File: config.mk
export PLATFORM = sky130hd
export DESIGN_NAME = hdl_scan_decoder
export DESIGN_NICKNAME = d
export VERILOG_FILES = /design/src/rtl/hdl_decoder_pkg.sv /design/src/rtl/hdl_dwell_counter.sv /design/src/rtl/hdl_scan_decoder.sv
export SDC_FILE = /design/constraint.sdc
export NUM_CORES = 1
export LEC_CHECK = 0
export ABC_AREA = 1
export CORE_AREA = 4 4 41 43
export CTS_BUF_LIST = sky130_fd_sc_hd__clkbuf_8
export CTS_CLUSTER_SIZE = 8
export DETAILED_ROUTE_END_ITERATION = 8
export DIE_AREA = 0 0 45 47
export DONT_BUFFER_PORTS = 1
export PLACE_DENSITY_LB_ADDON = 0.12
export SYNTH_ARGS = -nofsm -noshare
export SYNTH_HDL_FRONTEND = slang
export SYNTH_SLANG_ARGS = --single-unit
File: constraint.sdc
create_clock -name clk -period 1.3 [get_ports clk]
set_input_delay 0.195 -clock clk [delete_from_list [all_inputs] [get_ports clk]]
set_output_delay 0.195 -clock clk [all_outputs]
set_load 0.02 [all_outputs]
File: src/rtl/hdl_decoder_pkg.sv
// Shared types and helpers for the registered scan decoder.
// State encoding, select-to-one-hot helper and the mode input encoding.
package hdl_decoder_pkg;

    typedef enum logic [1:0] {
        StIdle   = 2'd0,
        StDirect = 2'd1,
        StScan   = 2'd2
    } state_t;

    // Mode input encoding.
    localparam logic ModeDirect = 1'b0;
    localparam logic ModeScan   = 1'b1;

    // Widest select the one-hot helper covers; callers truncate to their own width.
    localparam int unsigned MaxSelW = 8;
    localparam int unsigned MaxOutW = 1 << MaxSelW;

    function automatic logic [MaxOutW-1:0] onehot(input logic [MaxSelW-1:0] index);
        logic [MaxOutW-1:0] v;
        v        = '0;
        v[index] = 1'b1;
        return v;
    endfunction

endpackage

File: src/rtl/hdl_dwell_counter.sv
// Dwell counter for scan mode: counts 0..DWELL-1 while run is high and
// flags the last cycle of each dwell with tick. clear has priority over run.
module hdl_dwell_counter #(
    parameter int unsigned DWELL = 4
) (
    input  logic clk,
    input  logic rst_n,
    input  logic clear,
    input  logic run,
    output logic tick
);

    localparam int unsigned CntW = (DWELL > 1) ? $clog2(DWELL) : 1;
    localparam logic [CntW-1:0] Last = CntW'(DWELL - 1);

    logic [CntW-1:0] cnt_q;

    // Count through the dwell, restarting on clear or after the last cycle.
    always_ff @(posedge clk or negedge rst_n) begin
        if (!rst_n) begin
            cnt_q <= '0;
        end else if (clear) begin
            cnt_q <= '0;
        end else if (run) begin
            cnt_q <= (cnt_q == Last) ? '0 : cnt_q + CntW'(1);
        end
    end

    assign tick = (cnt_q == Last);

endmodule

File: src/rtl/hdl_scan_decoder.sv
// Registered SEL_W-to-2^SEL_W one-hot decoder with direct and scan modes.
// Scan mode (dwell counter, wrap pulse) exists only when HDL_SCAN_DECODER_SCAN_EN
// is defined; otherwise mode is ignored and only IDLE/DIRECT are reachable.
// SEL_W is limited to hdl_decoder_pkg::MaxSelW.
module hdl_scan_decoder
    import hdl_decoder_pkg::*;
#(
    parameter int unsigned SEL_W = 2,
    parameter int unsigned DWELL = 4
) (
    input  logic                    clk,
    input  logic                    rst_n,
    input  logic                    clr,
    input  logic                    en,
    input  logic                    mode,
    input  logic                    load,
    input  logic [SEL_W-1:0]        sel,
    output logic [(1<<SEL_W)-1:0]   y,
    output logic [SEL_W-1:0]        idx,
    output logic                    wrap
);

    localparam int unsigned OUT_W = 1 << SEL_W;

    state_t           state_q, state_d;
    logic [SEL_W-1:0] idx_d;
    logic [OUT_W-1:0] y_d;
    logic             wrap_d;
    logic             scan_req;
    logic             advance;
    logic             tick;

`ifdef HDL_SCAN_DECODER_SCAN_EN
    localparam logic [SEL_W-1:0] LastIdx = SEL_W'(OUT_W - 1);

    assign scan_req = (mode == ModeScan);

    // Counter only runs while scanning undisturbed, so every entry into a
    // dwell (mode switch, load) starts from zero.
    hdl_dwell_counter #(
        .DWELL (DWELL)
    ) u_dwell (
        .clk   (clk),
        .rst_n (rst_n),
        .clear (!advance),
        .run   (advance),
        .tick  (tick)
    );

    assign wrap_d = advance && tick && (idx == LastIdx);
`else
    logic unused_cfg;

    assign scan_req   = 1'b0;
    assign tick       = 1'b0;
    assign wrap_d     = 1'b0;
    assign unused_cfg = mode ^ (DWELL == 0);
`endif

    // Next state and index: clr > load > mode change > scan advance.
    always_comb begin
        state_d = state_q;
        idx_d   = idx;
        advance = 1'b0;
        if (clr) begin
            state_d = StIdle;
            idx_d   = '0;
        end else begin
            unique case (state_q)
                StIdle: begin
                    if (load) begin
                        idx_d   = sel;
                        state_d = scan_req ? StScan : StDirect;
                    end
                end
                StDirect: begin
                    if (load) begin
                        idx_d = sel;
                    end
                    if (scan_req) begin
                        state_d = StScan;
                    end
                end
                StScan: begin
                    if (load) begin
                        idx_d = sel;
                    end
                    if (!scan_req) begin
                        state_d = StDirect;
                    end else if (!load) begin
                        advance = 1'b1;
                    end
                end
                default: begin
                    state_d = StIdle;
                    idx_d   = '0;
                end
            endcase
            if (advance && tick) begin
                idx_d = idx + SEL_W'(1);
            end
        end
    end

    // Output decode from the next state so y lines up with idx on the same edge.
    always_comb begin
        y_d = '0;
        if (en && (state_d != StIdle)) begin
            y_d = OUT_W'(onehot(MaxSelW'(idx_d)));
        end
    end

    // State and registered outputs.
    always_ff @(posedge clk or negedge rst_n) begin
        if (!rst_n) begin
            state_q <= StIdle;
            idx     <= '0;
            y       <= '0;
            wrap    <= 1'b0;
        end else begin
            state_q <= state_d;
            idx     <= idx_d;
            y       <= y_d;
            wrap    <= wrap_d;
        end
    end

endmodule

; Yosys cells after proc, flatten, opt, wreduce, memory -nomap -nowiden
; Index checks and enable logic that the tools add are counted.
[word_totals]
in_bits = 8
n_memories = 0
rom_bits = 0
latch_bits = 0
word_cells = 21
regBits = 8
ram_bits = 0
out_inout_bits = 7
[op_classes]
n_shift = 0
addsub = 0
bitwise_logic = 0
n_mul = 0
n_eq_ne = 2
n_lt_le_gt_ge = 2
mux = 9
div = 0
n_reduce_logical = 5
[op_table]
columns = op, count
row1 = two-way mux 2 bit, 5
row2 = < comparator 2 x 9 -> 1 bit (second input constant), 1
row3 = one-hot mux 2 bit (3 select lines), 1
row4 = two-way mux 4 bit, 1
row5 = OR reduction 3 bit, 1
row6 = demux 1 bit (select 2 bit), 1
row7 = == test 2 x 1 -> 1 bit (second input constant), 1
row8 = == test 2 bit (second input constant), 1
row9 = greater-or-equal comparator 2 x 1 -> 1 bit (second input constant), 1
row10 = logical AND 1 bit, 2
row11 = zero test 2 bit, 1
row12 = nonzero test 2 bit, 1
row13 = two-way mux 1 bit, 1

; Longest topological paths before layout
; Gate-level depths: netlist (run 1).
[logic_depth]
word_depth = 9
depth_mapped = 8
mapped_depth_nobuf = 8

; Worst setup path after synthesis (run 1)
; No wires, ideal clock.
[synth_timing]
path_type = register to register
from = register state_q[0]
to = register y[0]
stages_incl_launch_ff = 7
path_slack_ps = 35
t_arrival_ps = 1147
synth_period_minus_slack_ps = 1265
n_path_buf = 0
cell_sequence = dfrtp_1 ha_1 or2_4 nor2_4 clkinv_1 nand2_1 nor2_1
[synth_via]
elab_chain_cells = 9
[synth_lines]
columns = item, line_no
row1 = start: declaration, hdl_scan_decoder.sv:25  ; state_t state_q, state_d;
row2 = start signal: assignment, hdl_scan_decoder.sv:116  ; state_q <= StIdle;
row3 = start signal: assignment, hdl_scan_decoder.sv:121  ; state_q <= state_d;
row4 = "== test 2 bit, or another cell as far along", hdl_scan_decoder.sv:69  ; unique case (state_q)
row5 = OR reduction 3 bit (no source line) *, --
row6 = two-way mux 2 bit *, --
row7 = two-way mux 2 bit *, hdl_scan_decoder.sv:65  ; if (clr) begin
row8 = net idx_d[1], hdl_scan_decoder.sv:26  ; logic [SEL_W-1:0] idx_d;
row9 = < comparator 2 x 9 -> 1 bit (not written as such) / greater-or-equal comparator 2 x 1 -> 1 bit (equally long branches), hdl_decoder_pkg.sv:22  ; v[index] = 1'b1;
row10 = logical AND 1 bit (not written as such), hdl_decoder_pkg.sv:22
row11 = two-way mux 1 bit (not written as such), hdl_decoder_pkg.sv:22
row12 = demux 1 bit (select 2 bit) *, hdl_decoder_pkg.sv:22
row13 = two-way mux 4 bit *, hdl_scan_decoder.sv:108  ; if (en && (state_d != StIdle)) begin
row14 = net y_d[0], hdl_scan_decoder.sv:27  ; logic [OUT_W-1:0] y_d;
row15 = end signal: assignment, hdl_scan_decoder.sv:123  ; y <= y_d;
row16 = end: declaration, hdl_scan_decoder.sv:18  ; output logic [(1<<SEL_W)-1:0] y,
; Mark *: on every way through the listed nets, which the timed path passes. The rest lies on a longest branch.

; Worst setup path in the final report (run 1)
[layout_timing]
from = register state_q[0]
to = register y[1]
; Same word-level chain as after synthesis.

==> results.sh, run 1 <==
export IMPL_ios=15
export IMPL_cpPeakStageDelay_ns=0.45
export IMPL_clockBufferDepth=2
export IMPL_p_per_area_mw_per_mm2=1173
export IMPL_drt_first_iter_violations=2
export IMPL_grt_overflow=0
export IMPL_ys_types=15
export IMPL_synth_top_family_by_area="simple AND/OR/NAND/NOR gates"
export IMPL_final_core_util_pct=43.65
export IMPL_dieArea_mm2=0.002115
export IMPL_slew_violations=0
export IMPL_clock_root_buffer="clkbuf_8"
export IMPL_wl_per_cell_um=12.26
export IMPL_cts_sinks=8
export IMPL_drtAntennaViolNets=0
export IMPL_io_buffers=0
export IMPL_hold_path_class="in -> reg"
export IMPL_cts_inserted_buffers=3
export IMPL_worstSkewPairLatency_ns=0.23
export IMPL_dp_slack_ns=-0.03205
export IMPL_routed_wl_um=846
export IMPL_clock_fmax_ghz=0.7712
export IMPL_start_kind="register"
export IMPL_crit_family="simple AND/OR/NAND/NOR gates"
export IMPL_finalHoldViolations=0
export IMPL_max_vdd_ir_drop_mv=0.5507
export IMPL_grt_pass1_vias=275
export IMPL_status="complete, no violations"
export IMPL_drive_above_1_share_pct=46.30
export IMPL_crit_path_top_delay_cell="dfrtp_2"
export IMPL_initial_utilization_pct=32.50
export IMPL_crit_required_ns=1.45
export IMPL_die_h_um=47
export IMPL_finClkSkew_ns=0.004152
export IMPL_diodes=0
export IMPL_cts_tree="built"
export IMPL_critPathKind="reg -> reg"
export IMPL_drc=0
export IMPL_place_area_um2=449.2
export IMPL_synth_cells=48
export IMPL_syn_nets=60
export IMPL_syn_to_final_growth_pct=34.32
export IMPL_synth_compound_area_share_pct=5.325
export IMPL_track_usage_pct=8.293
export IMPL_end_kind="register"
export IMPL_yosys_mux_area_fraction_pct=0
export IMPL_ys_ff_latch=8
export IMPL_finalSetupViolCount=0
export IMPL_rows=13
export IMPL_first_pass_iters=4
export IMPL_crit_fanout=4
export IMPL_seq_area_frac_synth_pct=47.34
export IMPL_die_w_um=45
export IMPL_fillers=143
export IMPL_core_area_mm2=0.001301
export IMPL_layout_common_cells="nand2_1, nor2_1, dfrtp_1, inv_2, inv_1"
export IMPL_post_route_period_util_pct=99.74
export IMPL_path_clk_slew_ns=0.04
export IMPL_min_period_ns=1.297
export IMPL_synth_adder_area_share_pct=11.83
export IMPL_arrival_ns=1.45
export IMPL_grt_pass1_wl_mm=1.166
export IMPL_yosys_warnings=0
export IMPL_final_cell_area_um2=568.0
export IMPL_worst_path_buf_inv=0
export IMPL_grt_max_degree=9
export IMPL_vias_per_cell=4.507
export IMPL_dp_hpwl_um=624.9
export IMPL_p_leak_nw=0.2856
export IMPL_synth_area_per_cell_um2=8.811
export IMPL_setup_tns_ns=0
export IMPL_fin_nets=68
export IMPL_synth_xor_area_share_pct=0
export IMPL_synthSimpleGateAreaFrac_pct=25.74
export IMPL_final_common_cell="nand2_1"
export IMPL_synth_area_um2=422.9
export IMPL_max_cap_violations=0
export IMPL_antenna_found_initial=0
export IMPL_rsz0062_at_grt="yes"
export IMPL_htree_levels=1
export IMPL_num_vias=311
export IMPL_setup_slack_ns=0.003377
export IMPL_crit_chain="ha_4 > or2_4 > nor3_4 > nand2_1 > nor2_2"
export IMPL_gp_congestion=0.7857
export IMPL_hold_ws_ns=0.1006
## cell usage after synthesis
library cell | number | area share, %
conb_1 | 1 | 0.89
nor2_1 | 8 | 7.1
dfrtp_1 | 8 | 47
nand2_1 | 10 | 8.9
or2_4 | 1 | 2.1
nor3_1 | 1 | 1.2
inv_1 | 6 | 5.3
clkinv_1 | 1 | 0.89
nor2_4 | 1 | 2.7
inv_2 | 1 | 0.89
o21ai_1 | 3 | 3.5
a21o_1 | 1 | 1.8
buf_4 | 1 | 1.8
ha_1 | 4 | 12
nor3_4 | 1 | 3.8
## state kept, by name, summed over array words and instances (netlist names)
name     count
y            4
state_q      2
idx          2
## routing by layer
| metal | vias to the layer above | GRT usage, % | wire length [um] |
|---|---|---|---|
| li1 | 154 | - | - |
| met1 | 145 | 9.112 | 330 |
| met2 | 12 | 11.86 | 441 |
| met3 | 0 | 5.747 | 74 |
| met4 | 0 | 4.678 | 0 |
| met5 | - | 0 | 0 |
## final timing paths
kind,depth (start not counted),to,slack [ns],startpoint
setup / recovery,5,y[1]$_DFF_PN0_,0.003,state_q[0]$_DFF_PN0_
hold / removal,2,y[2]$_DFF_PN0_,0.10,en
setup reg to reg,5,y[1]$_DFF_PN0_,0.003,state_q[0]$_DFF_PN0_
hold reg to reg,2,idx[0]$_DFF_PN0_,0.71,idx[0]$_DFF_PN0_
max in group asynchronous,1,state_q[1]$_DFF_PN0_,0.69,rst_n
min in group asynchronous,1,idx[1]$_DFF_PN0_,0.32,rst_n
## what timing repair did
| action | in CTS | in global routing |
|---|---|---|
| endpoints found under the hold margin | 8 | 0 |
| hold buffers | 1 | 0 |
| pin swaps | 1 | 6 |
| endpoints found under the setup margin | 4 | 4 |
| buffers inserted | 1 | 0 |
| gates resized for setup | 2 | 16 |
## power breakdown
group,internal [mW],leakage (nW),switching (mW)
logic,0.0435,0.159,0.0550
clock network,0.200,0.0216,0.0889
registers,0.262,0.105,0.0178
total,0.505,0.286,0.162
## final cells by class
cell class | count | area [um2] | share of cell area [%]
multi-input combinational | 31 | 239.0 | 42.07
clock buffer | 3 | 41.29 | 7.269
inverter | 8 | 30.03 | 5.286
timing repair buffer | 4 | 36.28 | 6.388
tap | 15 | 18.77 | 3.304
sequential | 8 | 202.7 | 35.68
## metrics by stage
step / total power, mW / cells
3_3_place_gp: 0.3467 / 64
6_report: 0.6665 / 69
4_1_cts: 0.6557 / 69
2_1_floorplan: 0.3341 / 48
3_5_place_dp: 0.3499 / 64
5_1_grt: 0.7028 / 69
## cells by family after synthesis
| kind of cell | count (synthesis) |
|---|---|
| buf+inv | 9 |
| compound gates | 4 |
| fa+ha+maj | 4 |
| other cells | 1 |
| simple gates | 22 |
| flops | 8 |
Power figures use the tool's default switching activity.
==> run 2: changes to the inputs <==
==> constraint.sdc (replaced) <==
create_clock -name clk -period 1.3 [get_ports clk]
set_input_delay 0.13 -clock clk [delete_from_list [all_inputs] [get_ports clk]]
set_output_delay 0.13 -clock clk [all_outputs]
set_load 0.02 [all_outputs]
==> results of run 2 <==
The final DEF is identical to that of run 1. Status: complete, no violations.
Main changes from that run: hold slack 0.1006 ns -> 0.03557 ns
==> run 3: changes to the inputs <==
- ABC_AREA: 1 -> default
==> results.sh, run 3 <==
export IMPL_status="complete, but fails checks"
export IMPL_failed_checks="setup timing"
export IMPL_setup_slack_ns=-0.01613
export IMPL_reg2reg_to="y[0]$_DFF_PN0_"
export IMPL_p_total_mw=0.6788
export IMPL_core_area_mm2=0.001301
export IMPL_post_route_period_util_pct=101.2
export IMPL_io_buffers=0
export IMPL_yosys_warnings=0
export IMPL_synth_top_area_share_pct=50.16
export IMPL_arrival_ns=1.41
export IMPL_grt_pass1_wl_mm=1.421
export IMPL_antenna_found_initial=0
export IMPL_regMostFlops="y"
export IMPL_worstSkewPairLatency_ns=0.23
export IMPL_grt_max_degree=9
export IMPL_path_clk_slew_ns=0.04
export IMPL_post_cts_buffers=0
export IMPL_rows=13
export IMPL_diodes=0
export IMPL_cp_startpoint="state_q[1]$_DFF_PN0_"
export IMPL_finalHoldViolations=0
export IMPL_synth_area_um2=399.1
export IMPL_die_w_um=45
export IMPL_synth_cells=35
export IMPL_async_flop_share_pct=100.0
export IMPL_htree_levels=1
export IMPL_synth_area_per_cell_um2=11.40
export IMPL_seq_area_frac_synth_pct=50.16
export IMPL_yosysMostFrequentCell="dfrtp_1"
export IMPL_start_kind="register"
export IMPL_grt_pass1_vias=343
export IMPL_cts_tree="built"
export IMPL_p_leak_nw=0.2678
export IMPL_finalSetupViolCount=3
export IMPL_largestRegisters="y x4, idx x2, state_q x2"
export IMPL_max_vdd_ir_drop_mv=0.9884
export IMPL_end_kind="register"
export IMPL_drc=0
export IMPL_clock_fmax_ghz=0.7598
export IMPL_max_cap_violations=0
export IMPL_largest_reg_flops=4
export IMPL_ys_top_cells_by_area="dfrtp_1, ha_1, nor3_1"
export IMPL_ios=15
export IMPL_synth_ff_type="dfrtp_1"
export IMPL_p_per_area_mw_per_mm2=1167
export IMPL_num_vias=294
export IMPL_ys_ff_latch=8
export IMPL_final_core_util_pct=44.71
export IMPL_regToRegStartpoint="state_q[1]$_DFF_PN0_"
export IMPL_clock_root_buffer="clkbuf_8"
export IMPL_initial_utilization_pct=30.67
export IMPL_layout_common_cells="dfrtp_1, buf_4, inv_2, nor3_1"
export IMPL_first_pass_iters=2
export IMPL_slew_violations=0
export IMPL_cp_endpoint="y[0]$_DFF_PN0_"
export IMPL_finClkSkew_ns=0.006368
export IMPL_rsz0062_at_grt="yes"
export IMPL_gp_congestion=0.6415
export IMPL_synth_common_cells="dfrtp_1, inv_1, nor3_1, ha_1"
export IMPL_crit_fanout=5
export IMPL_grt_overflow=0
export IMPL_ys_types=15
export IMPL_r2r_setup_slack_ns=-0.02
export IMPL_dieArea_mm2=0.002115
export IMPL_wl_per_cell_um=13.48
export IMPL_vias_per_cell=4.820
export IMPL_routed_wl_um=822
export IMPL_syn_nets=47
export IMPL_fillers=130
export IMPL_fin_nets=59
export IMPL_track_usage_pct=9.816
export IMPL_synth_edf_count=0
export IMPL_cts_sinks=8
export IMPL_drive_above_1_share_pct=56.52
export IMPL_dp_hpwl_um=658.5
export IMPL_drt_first_iter_violations=1
export IMPL_holdCritStartpoint="clr"
export IMPL_syn_to_final_growth_pct=45.77
export IMPL_yosysTopAreaCell="dfrtp_1"
export IMPL_hold_path_class="in -> reg"
export IMPL_die_h_um=47
export IMPL_critPathKind="reg -> reg"
export IMPL_crit_required_ns=1.40
export IMPL_rr_worst_depth=5
export IMPL_cts_inserted_buffers=3
export IMPL_hold_path_depth=2
export IMPL_drtAntennaViolNets=0
export IMPL_min_period_ns=1.316
export IMPL_clockBufferDepth=2
## run 3: cell count changes in the layout (fill, tap and decap cells not counted), moves of 4 or more
cell and change:
nor2_1 -6, buf_4 +4, nor3_1 +4, nand2_1 -7
## run 3: worst min path at each step
stage / slack, ns / to
final: 0.09 / idx[0]$_DFF_PN0_
after global routing: 0.10 / y[3]$_DFF_PN0_
after CTS: 0.09 / idx[0]$_DFF_PN0_
after detailed placement: -0.17 / state_q[1]$_DFF_PN0_
after global placement: -0.17 / state_q[1]$_DFF_PN0_
after floorplan: -0.17 / idx[0]$_DFF_PN0_
## run 3: what timing repair did
item                                    in CTS  in global routing
endpoints found under the setup margin       4                  5
hold endpoints to repair                    10                  0
hold buffers                                 2                  0
resized for setup                            6                  3
pin swaps                                    5                  2
## run 3: per-stage QoR
stage          std cells  setup WS (ns)  setup TNS, ns  cell area, um2  hold WS (ns)
5_1_grt               61       -0.07368        -0.2509           581.8        0.1021
3_3_place_gp          55       -0.05128        -0.1322           491.7       -0.1653
6_report              61       -0.01613       -0.03887           581.8       0.09482
2_1_floorplan         35       -0.02343       -0.03454           435.4       -0.1656
3_5_place_dp          55       -0.06400        -0.1847           491.7       -0.1653
4_1_cts               61       -0.03688        -0.1332           578.1       0.09306
## run 3: per-layer routing
metal | track usage (%) | share of wire, %
met3 | 5.364 | 9.5
met1 | 9.368 | 41
met5 | 0 | 0
met2 | 16.10 | 45
met4 | 7.018 | 4.9
## run 3: worst max-delay path: stages (launching register included)
cell and delay, ns:
dfrtp_2 0.43, inv_2 0.10, ha_4 0.22, a211o_4 0.27, o311ai_4 0.09, nor3_1 0.08
## run 3: cells by family after synthesis
| group | after synthesis | synth area share (%) |
|---|---|---|
| flip-flops | 8 | 50.16 |
| AND/OR/NAND/NOR | 10 | 15.68 |
| adder cells (fa/ha/maj) | 4 | 12.54 |
| multiplexers | 2 | 5.016 |
| other | 1 | 0.9395 |
| buffers and inverters | 6 | 6.584 |
| AO/OA/AOI/OAI | 4 | 9.092 |
## run 3: area by class of cell
class | count | area (um2) | share of cell area, %
flip-flops and latches | 8 | 202.7 | 34.84
inverters | 5 | 18.77 | 3.226
clock buffers | 3 | 41.29 | 7.097
repair buffers | 8 | 65.06 | 11.18
well taps | 15 | 18.77 | 3.226
clock inverters | 1 | 3.754 | 0.6452
multi-input cells | 21 | 231.5 | 39.78
## run 3: report_power, final
| group | internal (mW) | total [mW] | leakage [nW] | switching [mW] |
|---|---|---|---|---|
| clock | 0.205 | 0.304 | 0.0269 | 0.0992 |
| combinational | 0.0523 | 0.102 | 0.135 | 0.0495 |
| sequential | 0.261 | 0.273 | 0.105 | 0.0126 |
